## src/rtl/spi_slave_burst_ctrl.sv

```systemverilog
// spi_slave_burst_ctrl: SPI slave front-end for a single-port RAM.
// MOSI is sampled once per clk while SS_n is low. Each frame carries a 2-bit
// command and then WORD_W-bit payload words:
//   00 set write address, 01 write data (burst), 10 set read address,
//   11 read data (burst) returned on MISO.
// Ports:
//   clk, rst          clock, synchronous active-high reset
//   SS_n, MOSI, MISO  SPI slave pins (MISO is 0 when not shifting)
//   wr_en/wr_addr/wdata      RAM write strobe, address, data
//   rd_en/rd_addr            RAM read strobe, address
//   rdata/rdata_valid        RAM read return
//   err               sticky read-timeout flag, cleared at frame start
//   state             current FSM state (debug)
module spi_slave_burst_ctrl #(
    parameter int unsigned WORD_W     = 8,
    parameter int unsigned ADDR_W     = 8,
    parameter int unsigned BURST_EN   = 1,
    parameter int unsigned RD_TIMEOUT = 16
) (
    input  logic              clk,
    input  logic              rst,
    input  logic              SS_n,
    input  logic              MOSI,
    output logic              MISO,
    output logic              wr_en,
    output logic [ADDR_W-1:0] wr_addr,
    output logic [WORD_W-1:0] wdata,
    output logic              rd_en,
    output logic [ADDR_W-1:0] rd_addr,
    input  logic [WORD_W-1:0] rdata,
    input  logic              rdata_valid,
    output logic              err,
    output logic [2:0]        state
);

    localparam int unsigned CNT_W  = $clog2(WORD_W + 1);
    localparam int unsigned TCNT_W = $clog2(RD_TIMEOUT + 1);

    localparam logic [2:0] S_IDLE     = 3'd0;
    localparam logic [2:0] S_CMD      = 3'd1;
    localparam logic [2:0] S_RX_WORD  = 3'd2;
    localparam logic [2:0] S_RD_WAIT  = 3'd3;
    localparam logic [2:0] S_RD_SHIFT = 3'd4;
    localparam logic [2:0] S_DONE     = 3'd5;

    localparam logic [1:0] CMD_WADDR = 2'b00;
    localparam logic [1:0] CMD_WDATA = 2'b01;
    localparam logic [1:0] CMD_RADDR = 2'b10;
    localparam logic [1:0] CMD_RDATA = 2'b11;

    logic [1:0]        cmd;
    logic [WORD_W-1:0] shreg;
    logic [CNT_W-1:0]  bcnt;
    logic [TCNT_W-1:0] tcnt;

    logic [2:0]        state_nxt;
    logic [1:0]        cmd_nxt;
    logic [WORD_W-1:0] shreg_nxt;
    logic [CNT_W-1:0]  bcnt_nxt;
    logic [TCNT_W-1:0] tcnt_nxt;
    logic [ADDR_W-1:0] wr_addr_nxt;
    logic [ADDR_W-1:0] rd_addr_nxt;
    logic [WORD_W-1:0] wdata_nxt;
    logic              wr_en_nxt;
    logic              rd_en_nxt;
    logic              miso_nxt;
    logic              err_nxt;

    logic [WORD_W-1:0] payload_c;
    logic              last_bit_c;

    // Word as it stands once the current MOSI bit is shifted in
    assign payload_c  = {shreg[WORD_W-2:0], MOSI};
    assign last_bit_c = (bcnt == CNT_W'(WORD_W - 1));

    // State and datapath registers
    always_ff @(posedge clk) begin
        if (rst) begin
            state   <= S_DONE;
            cmd     <= '0;
            shreg   <= '0;
            bcnt    <= '0;
            tcnt    <= '0;
            wr_addr <= '0;
            rd_addr <= '0;
            wdata   <= '0;
            wr_en   <= 1'b0;
            rd_en   <= 1'b0;
            MISO    <= 1'b0;
            err     <= 1'b0;
        end else begin
            state   <= state_nxt;
            cmd     <= cmd_nxt;
            shreg   <= shreg_nxt;
            bcnt    <= bcnt_nxt;
            tcnt    <= tcnt_nxt;
            wr_addr <= wr_addr_nxt;
            rd_addr <= rd_addr_nxt;
            wdata   <= wdata_nxt;
            wr_en   <= wr_en_nxt;
            rd_en   <= rd_en_nxt;
            MISO    <= miso_nxt;
            err     <= err_nxt;
        end
    end

    // Next-state and next-output logic
    always_comb begin
        state_nxt   = state;
        cmd_nxt     = cmd;
        shreg_nxt   = shreg;
        bcnt_nxt    = bcnt;
        tcnt_nxt    = tcnt;
        wr_addr_nxt = wr_addr;
        rd_addr_nxt = rd_addr;
        wdata_nxt   = wdata;
        err_nxt     = err;
        wr_en_nxt   = 1'b0;
        rd_en_nxt   = 1'b0;
        miso_nxt    = 1'b0;

        // Burst write address steps on the edge that ends each strobe, even
        // if the frame is being aborted at the same time.
        if ((BURST_EN != 0) && wr_en) begin
            wr_addr_nxt = wr_addr + ADDR_W'(1);
        end

        case (state)
            S_IDLE: begin
                if (!SS_n) begin
                    cmd_nxt   = {MOSI, 1'b0};
                    err_nxt   = 1'b0;
                    state_nxt = S_CMD;
                end
            end

            S_CMD: begin
                if (SS_n) begin
                    state_nxt = S_IDLE;
                end else begin
                    cmd_nxt = {cmd[1], MOSI};
                    if ({cmd[1], MOSI} == CMD_RDATA) begin
                        rd_en_nxt = 1'b1;
                        tcnt_nxt  = '0;
                        state_nxt = S_RD_WAIT;
                    end else begin
                        bcnt_nxt  = '0;
                        state_nxt = S_RX_WORD;
                    end
                end
            end

            S_RX_WORD: begin
                // A bit sampled with SS_n high is not part of the frame, so
                // even the last bit of a word is dropped on abort.
                if (SS_n) begin
                    state_nxt = S_IDLE;
                end else begin
                    shreg_nxt = payload_c;
                    bcnt_nxt  = bcnt + CNT_W'(1);
                    if (last_bit_c) begin
                        bcnt_nxt = '0;
                        case (cmd)
                            CMD_WADDR: begin
                                wr_addr_nxt = payload_c[ADDR_W-1:0];
                                state_nxt   = S_DONE;
                            end
                            CMD_RADDR: begin
                                rd_addr_nxt = payload_c[ADDR_W-1:0];
                                state_nxt   = S_DONE;
                            end
                            CMD_WDATA: begin
                                wdata_nxt = payload_c;
                                wr_en_nxt = 1'b1;
                                if (BURST_EN == 0) begin
                                    state_nxt = S_DONE;
                                end
                            end
                            default: state_nxt = S_DONE;
                        endcase
                    end
                end
            end

            S_RD_WAIT: begin
                if (SS_n) begin
                    state_nxt = S_IDLE;
                end else if (rdata_valid) begin
                    miso_nxt  = rdata[WORD_W-1];
                    shreg_nxt = {rdata[WORD_W-2:0], 1'b0};
                    bcnt_nxt  = '0;
                    state_nxt = S_RD_SHIFT;
                end else if (tcnt == TCNT_W'(RD_TIMEOUT - 1)) begin
                    err_nxt   = 1'b1;
                    state_nxt = S_DONE;
                end else begin
                    tcnt_nxt = tcnt + TCNT_W'(1);
                end
            end

            S_RD_SHIFT: begin
                // The last bit has already been presented, so SS_n high on
                // that edge ends the frame cleanly instead of aborting it.
                if (last_bit_c) begin
                    if ((BURST_EN != 0) && !SS_n) begin
                        rd_addr_nxt = rd_addr + ADDR_W'(1);
                        rd_en_nxt   = 1'b1;
                        tcnt_nxt    = '0;
                        state_nxt   = S_RD_WAIT;
                    end else begin
                        state_nxt = S_DONE;
                    end
                end else if (SS_n) begin
                    state_nxt = S_IDLE;
                end else begin
                    miso_nxt  = shreg[WORD_W-1];
                    shreg_nxt = {shreg[WORD_W-2:0], 1'b0};
                    bcnt_nxt  = bcnt + CNT_W'(1);
                end
            end

            S_DONE: begin
                if (SS_n) begin
                    state_nxt = S_IDLE;
                end
            end

            default: state_nxt = S_DONE;
        endcase
    end

endmodule

```

## config.mk

```make
export PLATFORM = sky130hd
export DESIGN_NAME = spi_slave_burst_ctrl
export DESIGN_NICKNAME = d
export VERILOG_FILES = /design/src/rtl/spi_slave_burst_ctrl.sv
export SDC_FILE = /design/constraint.sdc
export NUM_CORES = 1
export LEC_CHECK = 0
export BUFFER_PORTS_ARGS = -buffer_cell sky130_fd_sc_hd__buf_2
export CAP_MARGIN = 15
export CORE_ASPECT_RATIO = 0.6
export CORE_MARGIN = 1
export CORE_UTILIZATION = 32
export CTS_BUF_LIST = sky130_fd_sc_hd__clkbuf_4 sky130_fd_sc_hd__clkbuf_8
export DETAILED_ROUTE_END_ITERATION = 7
export SYNTH_ARGS = -nofsm -noshare
export SYNTH_HDL_FRONTEND = slang
export SYNTH_SLANG_ARGS = --single-unit
```

## constraint.sdc

```tcl
create_clock -name clk -period 4.7 [get_ports clk]
set_input_delay 0.235 -clock clk [delete_from_list [all_inputs] [get_ports clk]]
set_output_delay 0.235 -clock clk [all_outputs]
set_load 0.005 [all_outputs]
```

Yosys cells after proc, flatten, opt, wreduce, memory -nomap -nowiden --
Index checks and enable logic that the tools add are counted. Widths: inputs -> output; s select.
Word-level totals: word-level logic and storage cells 133, bits in registers 50, input bits 13, output and inout bits 31
Cells by class: reductions and logical operators 18, bitwise logic cells 4, mux-type cells 66, eq/ne operators 28, add/subtract/negate cells 4
Operator list (number):
- $mux 8 | 15
- $mux 5 | 7
- $mux 4 | 8
- $mux 3 | 10
- $ne 2x2->1 const B | 14
- $pmux 8 s3 | 1
- $pmux 3 s6 | 1
- $add 8x1->8 const B | 2
- $pmux 4 s4 | 1
- $pmux 8 s2 | 1
- $reduce_and 8->1 | 2
- $mux 1 | 15
- $pmux 5 s3 | 1
- $reduce_and 6->1 | 2
- $reduce_and 4->1 | 2
- $eq 3x2->1 const B | 2
- $eq 3x3->1 const B | 2
- $ne 3x3->1 const B | 2
- $pmux 1 s2 | 3
- $reduce_and 3->1 | 2
- $reduce_bool 2->1 | 3
- $reduce_bool 3->1 | 2
- $add 5x1->5 const B | 1
- $eq 5x4->1 const B | 1
- 15 further kinds | 20

Depth between registers and ports, before layout --
Gate-level depths: netlist of the first run.
depth in word-level cells 6, gate-level depth with buffers 7, mapped depth without buffers 7

Least setup slack after synthesis of the first run --
No wires, ideal clock.
path type flip-flop to flip-flop, start reg tcnt[0], end reg state[2], arrival 1622 ps, stages on the path, launching flop included 8, setup time 122 ps, setup slack 2956 ps, cells stage by stage dfxtp_1 ha_1 and3_1 ha_1 o21ai_0 o31ai_1 a21o_1 a221o_1
On the way: longest elaborated chain between the ends 3
RTL lines:
- from (decl) | line 54 | logic [TCNT_W-1:0] tcnt;
- from (signal assigned) | line 96 | tcnt <= tcnt_nxt;
- $eq 5x4->1 | line 193 | end else if (tcnt == TCNT_W'(RD_TIMEOUT - 1)) begin
- $ne 4x4->1 (no line)
- $reduce_and 4->1 (no line)
- to (signal assigned) | line 92 | state <= state_nxt;
- to (decl) | line 33 | output logic [2:0] state
No other way between the ends. A chain may end at the register's enable or synchronous reset.

Worst setup path in the final report of the first run --
start reg state[2], end reg rd_en
On the way: longest elaborated chain between the ends 2, elaborated cells on any way between the ends 3, those cells by class eq/ne: 2; mux: 1
RTL lines:
- $eq 3x3->1 / $eq 3x1->1 (equally long branches) | line 128 | case (state)
- $pmux 1 s2 (*) | line 128
- to (signal assigned) | line 101 | rd_en <= rd_en_nxt;
- to (decl) | line 28 | output logic rd_en,
Mark *: on every way between the ends. The rest lies on a longest branch, timed or not.

==> results.md, run 1 <==
Status:
- The flow ran to the end, and the final reports show no timing, DRC or antenna violations.

Clock tree:
- The register clock-pin slew on the reported worst setup and hold paths is 0.08 ns.
- TritonCTS built the clock tree.
- The clock insertion delay at the later pin of the skew report is 0.31 ns.
- Counting every sink on the clock net gives 50.
- The maximum clock insertion buffer count is 2.
- The clock buffer count from CTS is 5.
- The number of H-tree levels is 2.
- In this run, post-CTS repair resized a total of 0 instances.
- The buffer count from post-CTS setup fixing is 0.
- The number of hold buffers added after CTS was 0.
- The master cell of the clock root buffer is sky130_fd_sc_hd__clkbuf_8.

STA:
- The worst path uses 49.3% of the clock period.
- The headroom to the max-slew limit is 52.3%.
- The final worst clock skew is 0.0104 ns.
- The number of setup violations in the final report is 0.
- At the pin with the least slew margin, the transition time is 0.714 ns.
- Setup repair after global routing left no endpoint under its margin.
- The number of pins exceeding their max-slew limit in the final report was 0.
- The shortest clock period the worst path allows after layout is 2.32 ns.
- The final-layout setup total negative slack is 0 ns.
- The total count of hold-check failures in the final report is 0.
- The highest attainable clock frequency is 432 MHz.

Floorplan:
- The initial utilization of the core area, before any placement, comes to 33.8%.
- The floorplan step defined a die boundary enclosing 8870 um^2.
- The die height is around 73 um.
- The area of the core is 8040 um^2.
- 44 I/O pins were placed.
- The width of the die is 121 um.
- The number of cell rows is 25.

Drt:
- For this run, design rule violations remaining after detail routing come to 0.
- The count of nets left with antenna violations once routing finished came out at 0.
- The overall via count from detail_route is ~2400.
- In the final routed layout, each cell accounts on average for 15.9 um.
- The per-cell via count in the routed design is approximately 5.4.
- The count of TritonRoute iterations in the first routing pass is 4.
- The violation count after the first detailed-routing iteration is ~270.
- The post-detailed-routing wire length is just over 7000 um.

Global routing:
- The initial antenna violation count came to 0.
- The first global-routing pass estimated 11700 um of wire.
- Entering global routing, the biggest net connects 43 pins.
- The combined global-route utilization of all metal layers is 17.2%.
- The number of global-route vias before repair is 2199.
- Global routing finished with a remaining overflow of 0.

Cells and area:
- The utilization after layout is a little under two fifths.
- The layout-stage area growth over the synthesis result is 12.9%.
- The net count of the finished layout is 364.
- The number of antenna diodes in the final layout is 0.
- In the final layout, the share of cells above drive strength 1 is 18.8%.

Power:
- The share of power burned in registers is 52.7%.
- The part of the power in combinational logic is 10.6%.
- The areal power density over the cells is ~280 nW/um^2.
- The portion of total power attributed to the clock network is 36.7%.
- In this run the static leakage power is 1.16 nW.
- IR analysis of the VDD net gives a maximum drop of 0.129 mV.
- The power dissipated by switching net loads is 0.222 mW.
- Of the total power, the share spent switching nets is 25.8%.
- The design internal power is 0.640 mW.

Critical path:
- The stage delay of the slowest cell on the critical path is 0.74 ns.
- STA classifies the critical path startpoint as a register.
- In this run the critical register-to-register path is launched from state[2].
- The critical-path cell with the highest stage delay is sky130_fd_sc_hd__dfxtp_1.
- The endpoint type of the worst setup path is a register.
- In this run the worst path has a maximum fanout of 21.
- For the worst setup path, the data arrival time is 2.50 ns.
- The data required time at the worst endpoint is 4.88 ns.
- The critical path ends at rd_en.
- The capture point of the worst reg-to-reg path is rd_en.
- The category of the most critical setup path is register to register.
- Traced cell by cell, the critical path runs through or3b_1, nor3_4, a21oi_1, nor4_1.
- The start point of the critical path is state[2].
- The worst reg-to-reg setup slack is 2.38 ns.
- For the worst flop-to-flop path, the logic depth is 4.

Place:
- The HPWL after detailed placement is approximately 5100 um.
- The congestion estimate from routability-driven global placement came to slightly below 0.8.
- The number of port buffers is 43.

Synthesis:
- The post-synthesis cell type count is 66.
- The proportion of netlist area held by the largest area contributor is about 37%.
- Synthesis produced a netlist whose cell count is 314.
- The most frequently used flop master after synthesis is sky130_fd_sc_hd__dfxtp_1.
- The share of async-settable or async-resettable flops after synthesis is 0%.
- The mean instance size in the synthesized netlist is 8.65 um^2.
- The number of flops mapped to enable cells by yosys is 0.
- After synthesis, the most frequently instantiated cells are 50 x sky130_fd_sc_hd__dfxtp_1, 35 x sky130_fd_sc_hd__nor2_1, 32 x sky130_fd_sc_hd__nand2_1.
- In the post-synthesis netlist, the cell with the most instances is sky130_fd_sc_hd__dfxtp_1.
- The number of synthesized register bits is 50.
- The cell area that synthesis handed to floorplanning was 2720 um^2.
- For this run, the number of Yosys warnings is 0.
- Ranked by total cell area, the synthesized netlist is headed by sky130_fd_sc_hd__dfxtp_1 37%, sky130_fd_sc_hd__nor2_1 4.8%, sky130_fd_sc_hd__mux2i_1 4.8%.
- sky130_fd_sc_hd__dfxtp_1 takes more of the synthesized area than any other cell.
- Sequential elements use 36.8% of the synthesized area.
- Synthesis produced a netlist with a net count of 332.

Worst hold path:
- The type of the most critical hold path is input port to register.

Run:
- The number of max-capacitance violations reported is 0.
-- critical path, delay by kind of cell, from the launching register on --
family             cells  cell delay, ns
AOI/OAI and AO/OA      1            0.08
DFF                    1            0.74
and+or+nand+nor        3            1.37
-- cells by family after synthesis --
group	after synthesis	share of synthesized area, %
adders and majority gates	5	2.30
DFF	50	36.8
muxes	14	5.20
buffers and inverters	24	5.11
and+or+nand+nor	135	27.0
AOI/OAI and AO/OA	78	20.9
xor gates and xnor gates	8	2.58
-- power groups by stage --
stage	Clock [mW]	Combinational (mW)	Sequential (mW)
floorplan	0	0.0835	0.449
global placement	0	0.0900	0.463
detailed placement	0	0.0911	0.464
CTS	0.327	0.0916	0.454
global route	0.342	0.103	0.457
finish	0.316	0.0916	0.454
-- layout by cell type, fill, tap and decap left out, types with 6 or more instances in the layout --
cell type                  instances
sky130_fd_sc_hd__and3_1            6
sky130_fd_sc_hd__buf_2            43
sky130_fd_sc_hd__dfxtp_1          50
sky130_fd_sc_hd__nand3_1           6
sky130_fd_sc_hd__o21ai_0          14
sky130_fd_sc_hd__a311oi_1          6
sky130_fd_sc_hd__nand2_1          32
sky130_fd_sc_hd__a211oi_1          7
sky130_fd_sc_hd__nor2b_1           8
sky130_fd_sc_hd__mux2i_1          13
sky130_fd_sc_hd__nor2_1           35
sky130_fd_sc_hd__clkbuf_8          6
sky130_fd_sc_hd__a21oi_1          15
-- registers in the layout (all words and copies together) (netlist names) --
| register | count |
|---|---|
| bcnt | 4 |
| shreg | 8 |
| wr_en | 1 |
| tcnt | 5 |
| MISO | 1 |
| err | 1 |
| rd_en | 1 |
| cmd | 2 |
| state | 3 |
| rd_addr | 8 |
| wdata | 8 |
| wr_addr | 8 |
-- worst min-delay path by stage --
stage / start / to / slack [ns] / depth (start not counted)
final: rdata[5] / shreg[6] / 0.19 / 3
after global placement: tcnt[4] / tcnt[4] / 0.47 / 1
after global routing: rdata[4] / shreg[5] / 0.18 / 3
after CTS: rdata[4] / shreg[5] / 0.18 / 3
after detailed placement: err / err / 0.47 / 2
after floorplan: MOSI / cmd[1] / 0.38 / 2
-- layout make-up --
class                           count  area (um^2)
Timing Repair Buffer               44          223
Sequential cell                    50         1000
Tap cell                          108          135
Clock inverter                      1         30.0
Multi-Input combinational cell    240         1580
Fill cell                         825         4970
Clock buffer                        6         82.6
Inverter                            5         18.8
-- metrics by stage --
| stage | area (um^2) | hold slack [ns] | worst slack (ns) | total power, mW | instances |
|---|---|---|---|---|---|
| after floorplan | 2720 | 0.382 | 2.96 | 0.532 | 314 |
| after global placement | 2950 | 0.467 | 2.47 | 0.553 | 447 |
| after detailed placement | 2950 | 0.475 | 2.47 | 0.555 | 447 |
| after CTS | 3070 | 0.177 | 2.41 | 0.872 | 454 |
| after global routing | 3070 | 0.182 | 2.20 | 0.901 | 454 |
| final | 3070 | 0.188 | 2.38 | 0.862 | 454 |
-- layer usage --
layer | up-vias | global-route usage [%] | share of wire (%) | wire (um)
met5 | - | 0 | 0 | 0
met4 | 0 | 3.70 | 0.75 | 54
met3 | 8 | 4.11 | 8.1 | 583
met2 | 84 | 22.5 | 37 | 2680
met1 | 1125 | 27.2 | 54 | 3890
li1 | 1212 | - | - | -
Power figures use the tool's default switching activity.
==> run 2, diff against run 1 <==
--- a/config.mk
+++ b/config.mk
@@ -5,6 +5,7 @@
 export SDC_FILE = /design/constraint.sdc
 export NUM_CORES = 1
 export LEC_CHECK = 0
+export ABC_AREA = 1
 export BUFFER_PORTS_ARGS = -buffer_cell sky130_fd_sc_hd__buf_2
 export CAP_MARGIN = 15
 export CORE_ASPECT_RATIO = 0.6
==> constraint.sdc (replaced) <==
create_clock -name clk -period 2.1 [get_ports clk]
set_input_delay 0.105 -clock clk [delete_from_list [all_inputs] [get_ports clk]]
set_output_delay 0.105 -clock clk [all_outputs]
set_load 0.005 [all_outputs]
==> run 2 against run 1 <==
  * Combinational power grew to 3.6 times the previous value
  * Setup slack lost 2.1 ns
  * Power grew 140%
  * Clock power grew 130%
  * Critical path depth grew 4
  * Area after synthesis grew 5.8%
  * Hold slack lost 0.070 ns
  * Routed wire length grew 7.6%
  * Non-clock buffer count grew 3
  * Critical path type unchanged
  * Largest cell class unchanged
  * Largest power group unchanged
==> results.md, run 2 <==
Synthesis:
- By count the netlist is led by 102 x sky130_fd_sc_hd__nand2_1, 67 x sky130_fd_sc_hd__nor2_1, 52 x sky130_fd_sc_hd__inv_1.
- The number of synthesized register bits is 50 (unchanged).
- The cell count after synthesis is 443 (+41%).
- For this run, the leading register cell type out of synthesis is sky130_fd_sc_hd__dfxtp_1.
- The mean instance size in the synthesized netlist was 6.48 um^2 (-25%).
- The portion of the post-synthesis area used by sequential elements is 34.8% (-2.0 points).
- The number of flops mapped to enable cells by yosys is 0 (unchanged).
- The cell taking the most area after synthesis is sky130_fd_sc_hd__dfxtp_1.
- The number of warnings printed during yosys synthesis is 0 (unchanged).
- The cell area after synthesis came to 2870 um^2 (+5.8%).
- The proportion of netlist area held by the largest area contributor is 34.8% (-2.0 points).
- The most instantiated library cell after synthesis is sky130_fd_sc_hd__nand2_1.
- The post-synthesis net count is 461 (+39%).
- The post-synthesis cell type count is 35 (-47%).
- In the post-synthesis netlist, the biggest area contributors are sky130_fd_sc_hd__dfxtp_1 35%, sky130_fd_sc_hd__nand2_1 13%, sky130_fd_sc_hd__nor2_1 8.8%.
- The share of async-settable or async-resettable flops after synthesis is 0% (unchanged).

Power:
- The maximum VDD drop is 0.264 mV (+110%).
- The part of the power in combinational logic is 15.7% (+5.1 points).
- The leakage power total was 1.49 nW (+29%).
- The design internal power is 1.46 mW (+130%).
- The areal power density over the cells was 637 nW/um^2 (+130%).
- The portion of total power attributed to the clock network is 34.9% (-1.8 points).
- The share of power burned in registers is 49.4% (-3.3 points).
- The power dissipated by switching net loads came to 0.631 mW (+180%).
- The fraction of power spent switching nets is 30.2% (+4.4 points).

STA:
- The shortest clock period the worst path allows after layout is 1.84 ns (-0.473 ns).
- The transition time at the pin with the least slew margin is 0.555 ns (-0.159 ns).
- The final worst clock skew came to 0.00734 ns (-0.00306 ns).
- The total count of hold-check failures in the final report is 0 (unchanged).
- Setup repair after global routing left no endpoint under its margin.
- The number of setup violations in the final report was 0 (unchanged).
- The final-layout setup total negative slack came to 0 ns (unchanged).
- The headroom to the max-slew limit came to 62.9% (+11 points).
- The number of pins exceeding their max-slew limit in the final report is 0 (unchanged).
- The smallest setup slack after layout is 0.257 ns (-2.13 ns).
- The share of the clock period used by the worst path after layout was 87.8% (+38 points).
- The highest attainable clock frequency is 543 MHz (+26%).

Run:
- The number of max-capacitance violations reported is 0 (unchanged).

Clock tree:
- The clock tree from TritonCTS is done.
- The clock insertion delay at the later pin of the skew report was 0.31 ns (about the same).
- The clock buffer count from CTS is 5 (unchanged).
- The buffer count from post-CTS setup fixing is 0 (unchanged).
- The register clock-pin slew on the reported worst setup and hold paths is 0.10 ns (+0.02 ns).
- The cell sitting at the root of the clock tree is a sky130_fd_sc_hd__clkbuf_8.
- The number of H-tree levels came to 2 (unchanged).
- The maximum clock insertion buffer count is 2 (unchanged).
- The number of gates resized after cts came to 0 (unchanged).
- The total clock sinks is 50 (unchanged).
- The quantity of hold-fixing buffers added after cts is 0 (unchanged).

Drt:
- The number of remaining DRC errors came to 0 (unchanged).
- The post-detailed-routing wire length is 7750 um (+7.6%).
- The per-cell via count in the routed design came to 4.88 (-8.8%).
- The detailed-routed wire length on met3 is 582 um (-0.17%).
- The count of TritonRoute iterations in the first routing pass came to 4 (unchanged).
- The overall via count from detail_route is 2908 (+20%).
- The wire length on met2 was 2900 um (+8.4%).
- The top routing layer in use is met4.
- The final routed wire length divided by cell count came to 13.0 um (-18%).
- The violation count after the first detailed-routing iteration is 214 (-22%).
- The met1 routed wirelength after detailed routing is 4220 um (+8.7%).
- The number of nets with antenna violations after detailed routing was 0 (unchanged).

Cells and area:
- The count of inserted antenna diode cells is 0 (unchanged).
- Leaving out fill and tap cells, the most frequent cells in the layout are 102 x sky130_fd_sc_hd__nand2_1, 67 x sky130_fd_sc_hd__nor2_1, 52 x sky130_fd_sc_hd__inv_1.
- The net count of the finished layout came to 501 (+38%).
- The share of layout cells above drive strength 1 is 16.3% (-2.5 points).
- The leading cell type in the layout, fill and taps excluded is sky130_fd_sc_hd__nand2_1.
- Relative to the synthesized area, the layout overhead comes to 14.1%.

Floorplan:
- The area of the core is 8620 um^2 (+7.2%).
- The number of cell rows is 26 (+4.0%).
- The total I/O pin count was 44 (unchanged).
- The die height is 75.4 um (+2.8%).
- The area of the die came to 9370 um^2 (+5.6%).
- The width of the die came to 124 um (+2.8%).
- The starting utilization of the core area is 33.3% (-0.47 points).

Worst hold path:
- The critical hold path startpoint is rdata[2].
- In this run the worst hold path is classified as input port to register.

Global routing:
- The wire length of the first global-routing pass is 12600 um (+7.8%).
- The pin count of the biggest net entering global routing is 31 (-28%).
- The combined global-route utilization of all metal layers was 17.0% (-0.15 points).
- The initial antenna violation count is 0 (unchanged).
- The remaining global-route overflow came to 0 (unchanged).
- The number of global-route vias before repair is 2500 (+14%).

Critical path:
- The source of the worst register-to-register timing path is state[1].
- The start point of the critical path is state[1].
- The critical path data arrival time is 2.10 ns (-0.40 ns).
- The category of the most critical setup path is register to register.
- The endpoint type of the worst setup path is a register.
- The category of the worst setup path launch point is a register.
- The data required time at the worst endpoint was 2.35 ns (-2.53 ns).
- The largest fanout on the critical path came to 9 (-57%).

Place:
- The minimum setup slack after placement is 0.280 ns (-2.19 ns).
- The placer congestion estimate was 0.888 (+12%).
- The HPWL after detailed placement is 5880 um (+16%).
- The number of port buffers came to 43 (unchanged).

Status:
- The run finished with clean final reports.
==> run 2: routing by layer <==
layer  track usage, %  vias to the layer above
met1             26.4                     1322
li1                 -                     1496
met2             24.0                       84
met3             3.79                        6
met5                0                        -
met4             2.41                        0
==> run 2: stage by stage <==
stage / utilization [%] / cells / power [mW] / hold slack, ns / area [um^2]
after CTS: 38.0 / 596 / 2.10 / 0.108 / 3280
final: 38.0 / 596 / 2.09 / 0.119 / 3280
after floorplan: - / 443 / 1.29 / 0.254 / 2870
after global placement: 36.7 / 588 / 1.37 / 0.438 / 3160
after global routing: 38.0 / 596 / 2.19 / 0.126 / 3280
after detailed placement: 36.7 / 588 / 1.37 / 0.435 / 3160
==> run 2: worst paths after layout <==
check                           endpoint  slack [ns]  cells past startpoint
worst max register to register  shreg[6]        0.26                      8
worst min-delay path            shreg[3]        0.12                      5
worst max-delay path            shreg[6]        0.26                      8
worst min register to register  wdata[6]        0.45                      2
==> run 2: power by group through the flow <==
| stage | sequential [mW] | combinational, mW | clock [mW] |
|---|---|---|---|
| final | 1.03 | 0.327 | 0.728 |
| after global routing | 1.04 | 0.373 | 0.778 |
| after detailed placement | 1.05 | 0.322 | 0 |
| after CTS | 1.03 | 0.323 | 0.750 |
| after global placement | 1.05 | 0.324 | 0 |
| after floorplan | 1.03 | 0.254 | 0 |
==> run 2: logic make-up (layout without fill, tap and decap cells) <==
logic type	count (synthesis)	count (layout)	share of synthesized area [%]
and+or+nand+nor	226	226	34.4
AOI/OAI and AO/OA	84	84	15.5
buffers and inverters	71	112	11.0
DFF	50	50	34.8
xor gates and xnor gates	7	7	2.13
adders and majority gates	5	5	2.18
==> run 2: area by class of cell <==
class,count,area (um^2)
Fill cell,934,5340
Multi-Input combinational cell,322,1560
Sequential cell,50,1000
Timing Repair Buffer,47,245
Inverter,57,219
Tap cell,112,140
Clock buffer,5,68.8
Clock inverter,3,47.5
==> run 2: critical path, stage by stage (launching register included) <==
cell	delay [ns]
sky130_fd_sc_hd__dfxtp_1	0.48
sky130_fd_sc_hd__nand2_1	0.11
sky130_fd_sc_hd__nor2_1	0.45
sky130_fd_sc_hd__nand2_1	0.14
sky130_fd_sc_hd__nand3_1	0.20
sky130_fd_sc_hd__nor2_4	0.09
sky130_fd_sc_hd__inv_2	0.15
sky130_fd_sc_hd__nor2_1	0.06
sky130_fd_sc_hd__nor2_1	0.11
